### src/rtl/brent_kung_sub_pipe.sv
// -----------------------------------------------------------------------------
// brent_kung_sub_pipe
//
// Inverse of the 12-bit Brent-Kung pair adder. Given the (WIDTH+1)-bit sum S
// and one WIDTH-bit operand A, this block recovers the other operand
// B = S - A through a two-stage valid/ready pipeline:
//   stage 1 : low-half subtract, produces a borrow
//   stage 2 : high-half subtract with that borrow, flags out-of-range results
//
// Parameters
//   WIDTH  operand width (even, >= 4); the sum is WIDTH+1 bits
//   HALF   low-half split point, derived as WIDTH/2 (not for override)
//
// Ports
//   clk        clock, rising edge
//   rst        asynchronous active-high reset
//   in_valid   input beat present
//   in_ready   block can accept a beat this cycle (combinational on out_ready)
//   in_sum     sum S, WIDTH+1 bits
//   in_a       known operand A
//   out_valid  result beat present
//   out_ready  downstream accepts the result
//   out_b      recovered operand, (S - A) mod 2^WIDTH
//   out_err    S < A, or S - A does not fit in WIDTH bits
//   err_cnt    saturating count of error beats transferred out
//              (present only when BK_SUB_ERR_COUNT_EN is defined)
//
// Build option
//   BK_SUB_ERR_COUNT_EN  adds err_cnt and its saturating counter
// -----------------------------------------------------------------------------
module brent_kung_sub_pipe #(
    parameter int WIDTH = 12
) (
    input  logic             clk,
    input  logic             rst,
    input  logic             in_valid,
    output logic             in_ready,
    input  logic [WIDTH:0]   in_sum,
    input  logic [WIDTH-1:0] in_a,
    output logic             out_valid,
    input  logic             out_ready,
    output logic [WIDTH-1:0] out_b,
    output logic             out_err
`ifdef BK_SUB_ERR_COUNT_EN
    ,
    output logic [7:0]       err_cnt
`endif
);

    localparam int HALF = WIDTH / 2;

    // Stage 1 state
    logic            s1_valid;
    logic [HALF-1:0] s1_lo;
    logic            s1_borrow;
    logic [HALF:0]   s1_hi_s;   // S[WIDTH:HALF]
    logic [HALF-1:0] s1_hi_a;   // A[WIDTH-1:HALF]

    // Stage 2 state (s2_valid drives out_valid)
    logic            s2_valid;

    // Handshake / advance
    logic s1_load;
    logic s2_load;

    assign s2_load  = s1_valid & (~s2_valid | out_ready);
    assign in_ready = ~s1_valid | s2_load;
    assign s1_load  = in_valid & in_ready;

    // Low half: S_lo + ~A_lo + 1; the borrow is the inverted carry out.
    logic [HALF:0] lo_sum;
    assign lo_sum = {1'b0, in_sum[HALF-1:0]} + {1'b0, ~in_a[HALF-1:0]}
                  + (HALF+1)'(1);

    // High half at HALF+2 bits: bit HALF+1 is the sign of the full difference,
    // bit HALF set means the result needs bit WIDTH.
    logic [HALF+1:0] hi_diff;
    assign hi_diff = {1'b0, s1_hi_s} - {2'b00, s1_hi_a}
                   - {{(HALF+1){1'b0}}, s1_borrow};

    // NOTE: data registers are reset along with the valid bits because out_b
    // and out_err are observable and must read 0 during reset.
    always_ff @(posedge clk or posedge rst) begin
        if (rst) begin
            s1_valid  <= 1'b0;
            s1_lo     <= '0;
            s1_borrow <= 1'b0;
            s1_hi_s   <= '0;
            s1_hi_a   <= '0;
        end else begin
            // NOTE: non-blocking assignments so every register samples the
            // pre-edge values of its neighbours, independent of statement order.
            if (s1_load) begin
                s1_lo     <= lo_sum[HALF-1:0];
                s1_borrow <= ~lo_sum[HALF];
                s1_hi_s   <= in_sum[WIDTH:HALF];
                s1_hi_a   <= in_a[WIDTH-1:HALF];
            end
            if (s1_load)
                s1_valid <= 1'b1;
            else if (s2_load)
                s1_valid <= 1'b0;
        end
    end

    always_ff @(posedge clk or posedge rst) begin
        if (rst) begin
            s2_valid <= 1'b0;
            out_b    <= '0;
            out_err  <= 1'b0;
        end else begin
            if (s2_load) begin
                out_b   <= {hi_diff[HALF-1:0], s1_lo};
                out_err <= hi_diff[HALF+1] | hi_diff[HALF];
            end
            if (s2_load)
                s2_valid <= 1'b1;
            else if (out_ready)
                s2_valid <= 1'b0;
        end
    end

    assign out_valid = s2_valid;

`ifdef BK_SUB_ERR_COUNT_EN
    // Counts error beats only on the transfer, so a stalled beat counts once.
    always_ff @(posedge clk or posedge rst) begin
        if (rst)
            err_cnt <= 8'd0;
        else if (s2_valid && out_ready && out_err && (err_cnt != 8'hFF))
            err_cnt <= err_cnt + 8'd1;
    end
`endif

endmodule

### config.mk
export PLATFORM = sky130hd
export DESIGN_NAME = brent_kung_sub_pipe
export DESIGN_NICKNAME = d
export VERILOG_FILES = /design/src/rtl/brent_kung_sub_pipe.sv
export SDC_FILE = /design/constraint.sdc
export NUM_CORES = 1
export LEC_CHECK = 0
export BUFFER_PORTS_ARGS = -buffer_cell sky130_fd_sc_hd__buf_2
export CORE_MARGIN = 10
export CORE_UTILIZATION = 54
export CTS_CLUSTER_DIAMETER = 120
export CTS_CLUSTER_SIZE = 20
export DETAILED_ROUTE_END_ITERATION = 8
export PLACE_DENSITY = 0.83
export SETUP_SLACK_MARGIN = 0.15
export SLEW_MARGIN = 20
export SYNTH_ARGS = -nofsm -noshare
export SYNTH_HDL_FRONTEND = slang
export SYNTH_SLANG_ARGS = --single-unit
### constraint.sdc
create_clock -name clk -period 3 [get_ports clk]
set_clock_uncertainty 0.15 [all_clocks]
set_input_delay 0 -clock clk [delete_from_list [all_inputs] [get_ports clk]]
set_output_delay 0 -clock clk [all_outputs]
set_load 0.1 [all_outputs]
==> flow_summary.json <==
{
  "status": "finished, final reports clean",
  "yosysMostFrequentCell": "dfrtp_1",
  "syn_to_final_growth_pct": 28.1,
  "ys_seq_area_share_pct": 44.7,
  "worstMarginPinSlew_ns": 0.696,
  "power.internal_mw": 1.03,
  "antenna_found_initial": 0,
  "ys_types": 39,
  "end_kind": "register",
  "grt_pass1_vias": 1559,
  "hold_depth": 4,
  "slew_headroom_pct": 53.5,
  "cap_violations": 0,
  "rsz0062_at_grt": "false",
  "hpwlAfterDp_um": 2820,
  "track_usage_pct": 13.4,
  "worstHoldPathType": "in2reg",
  "finalHoldViolations": 0,
  "whs_endpoint": "s1_lo[2]$_DFFE_PP0P_",
  "io_buffers": 43,
  "syn_nets": 226,
  "design.core.area_sq_um": 3420,
  "seqPwrFrac_pct": 31.8,
  "fin_nets": 295,
  "worstSetupPathType": "reg2reg",
  "syn_inst": 177,
  "drt_wl_total_um": 4040,
  "ys_ff_latch": 35,
  "crit_arrival_ns": 2.43,
  "cts.htree.levels": 2,
  "setup_viol": 0,
  "drtPass1Iterations": 4,
  "routedWlPerCell_um": 13.7,
  "grt_max_degree": 36,
  "place.gp.congestion": 0.858,
  "post-route-util_pct": 73.5,
  "die_h_um": 80.3,
  "drtIter0Drc": 68,
  "die_x_um": 80.3,
  "synth-async-reset-ratio_pct": 100,
  "cts_max_path_buffers": 2,
  "fmax_mhz": 427,
  "synth_ff_type": "dfrtp_1",
  "p_leak_nw": 1.26,
  "rr_endpoint": "out_err$_DFFE_PP0P_",
  "peakVddDrop_mv": 0.415,
  "root_buffer": "clkbuf_4",
  "synth-edff-count": 0,
  "swShare_pct": 49.7,
  "power.switching_mw": 1.01,
  "placementRows": 21,
  "io_pins": 44,
  "p_comb_share_pct": 54.2,
  "yosys.area.top_type": "dfrtp_1",
  "min_period_over_period_pct": 78.0,
  "start_util_pct": 57.4,
  "grt_overflow_total": 0,
  "synth_warnings": 0,
  "layoutNonFillerInstCount": 294,
  "vias": 1489,
  "r2r_slack_ns": 0.66,
  "place_inst": 263,
  "synth_area_leaders": "dfrtp_1, mux2_2, ha_1",
  "grt_pass1_wl_um": 6830,
  "synth_top_area_share_pct": 44.7,
  "clkTransAtPathRegs_ns": 0.10,
  "finalCriticalPeriod_ns": 2.34,
  "fin_tns_setup_ns": 0,
  "clk_latency_ns": 0.33,
  "cts_tree": "yes",
  "worstPathRequired_ns": 3.09,
  "yosys-top-cells-count": "dfrtp_1, inv_1, mux2_2, ha_1, nand2_1",
  "fill_cells": 241,
  "reg2reg_from": "s1_borrow$_DFFE_PP0P_",
  "multi_input_area_sq_um": 970,
  "ff_latch_area_sq_um": 876,
  "hold_path.startpoint": "in_sum[2]",
  "worstRegToRegCells": 8,
  "postRouteAntennaNets": 0,
  "path_max_fanout": 3,
  "die_area_sq_um": 6440,
  "total_power_mw": 2.04,
  "slew_viol_final": 0,
  "clock_sinks": 35,
  "drive_above_1_share_pct": 30.8,
  "netlist_area_sq_um": 1960,
  "detail_route.vias_per_cell": 5.06,
  "cts_buffers": 5,
  "power_frac_clock_pct": 14.0,
  "synth_area_per_cell_sq_um": 11.1,
  "power.density_nw_per_um2": 811,
  "drc": 0,
  "cp-start-kind": "register"
}
==> metal layers <==
metal / wire length (um) / global-route usage (%) / vias to the layer above / part of all wire, %
li1: - / - / 744 / -
met1: 1690 / 14.3 / 699 / 42
met2: 2040 / 22.9 / 38 / 51
met3: 226 / 5.68 / 8 / 5.6
met4: 82 / 5.11 / 0 / 2.0
met5: 0 / 0 / - / 0
==> per-stage QoR <==
stage	hold slack (ns)	area [sq um]	setup WS (ns)
2_1_floorplan	-0.0416	1960	0.423
3_3_place_gp	-0.0381	2220	0.776
3_5_place_dp	-0.0321	2220	0.672
4_1_cts	0.0181	2510	0.653
5_1_grt	0.0449	2510	0.575
6_report	0.0166	2510	0.660
==> state kept, by name, indices dropped and copies added, names as in the netlist <==
register	flops
s1_borrow	1
out_valid	1
s1_lo	6
out_err	1
s1_valid	1
s1_hi_a	6
out_b	12
s1_hi_s	7
==> cell type report <==
cell class	count	share of cell area [%]
antenna	1	0.0997
multi-input combinational	113	38.6
clock buffer	8	2.74
tap	46	2.29
sequential	35	34.9
timing repair buffer	66	17.6
inverter	25	3.74
==> repair_timing <==
item                                   4_1_cts  5_1_grt
buffers inserted                             0        0
hold buffers                                22        0
endpoints found under the hold margin       54        0
resized for setup                            0        0
==> how the worst max path moves through the flow <==
| stage | endpoint | cells past startpoint | from | slack, ns |
|---|---|---|---|---|
| finish | out_err$_DFFE_PP0P_ | 8 | s1_borrow$_DFFE_PP0P_ | 0.66 |
| floorplan | s1_hi_a[3]$_DFFE_PP0P_ | 4 | out_valid$_DFFE_PP0P_ | 0.42 |
| CTS | out_err$_DFFE_PP0P_ | 8 | s1_borrow$_DFFE_PP0P_ | 0.65 |
| detailed placement | out_err$_DFFE_PP0P_ | 8 | s1_borrow$_DFFE_PP0P_ | 0.67 |
| global route | out_err$_DFFE_PP0P_ | 8 | s1_borrow$_DFFE_PP0P_ | 0.58 |
| global placement | out_err$_DFFE_PP0P_ | 8 | s1_borrow$_DFFE_PP0P_ | 0.78 |
==> critical path, cell delays in order (launching register included) <==
cell,delay [ns]
dfrtp_1,0.36
inv_1,0.06
fa_1,0.55
inv_1,0.05
ha_1,0.17
o21ai_1,0.21
a21boi_0,0.17
o311a_1,0.37
o31ai_2,0.18
==> placed cells by master, fill, tap and decap left out, types with 2 or more instances in the layout <==
cell type	n
clkbuf_4	5
nand2b_1	4
mux2_2	19
o31ai_1	2
o21a_1	3
dlygate4sd3_1	22
ha_1	17
fa_1	3
xor2_1	2
and2b_1	2
nand2_1	13
o311a_1	2
nor3_1	4
nor2_1	6
inv_1	25
xnor2_1	3
clkbuf_8	2
o21ai_0	10
a21bo_2	2
a211oi_1	2
buf_2	43
dfrtp_1	35
o31a_1	2
==> power groups by stage <==
stage	combinational (mW)	sequential [mW]	clock, mW
2_1_floorplan	0.379	1.17	0
3_3_place_gp	1.06	0.652	0
3_5_place_dp	1.08	0.661	0
4_1_cts	1.11	0.650	0.294
5_1_grt	1.18	0.665	0.318
6_report	1.10	0.648	0.286
==> cells by family after synthesis <==
group	Yosys count	share of synthesized area, %
AOI/OAI and AO/OA	30	11.2
xor gates and xnor gates	5	2.23
adders and majority gates	20	13.9
buffers and inverters	29	5.87
DFF	35	44.7
muxes	19	10.9
and+or+nand+nor	39	11.2
(Power assumes the default switching activity.)
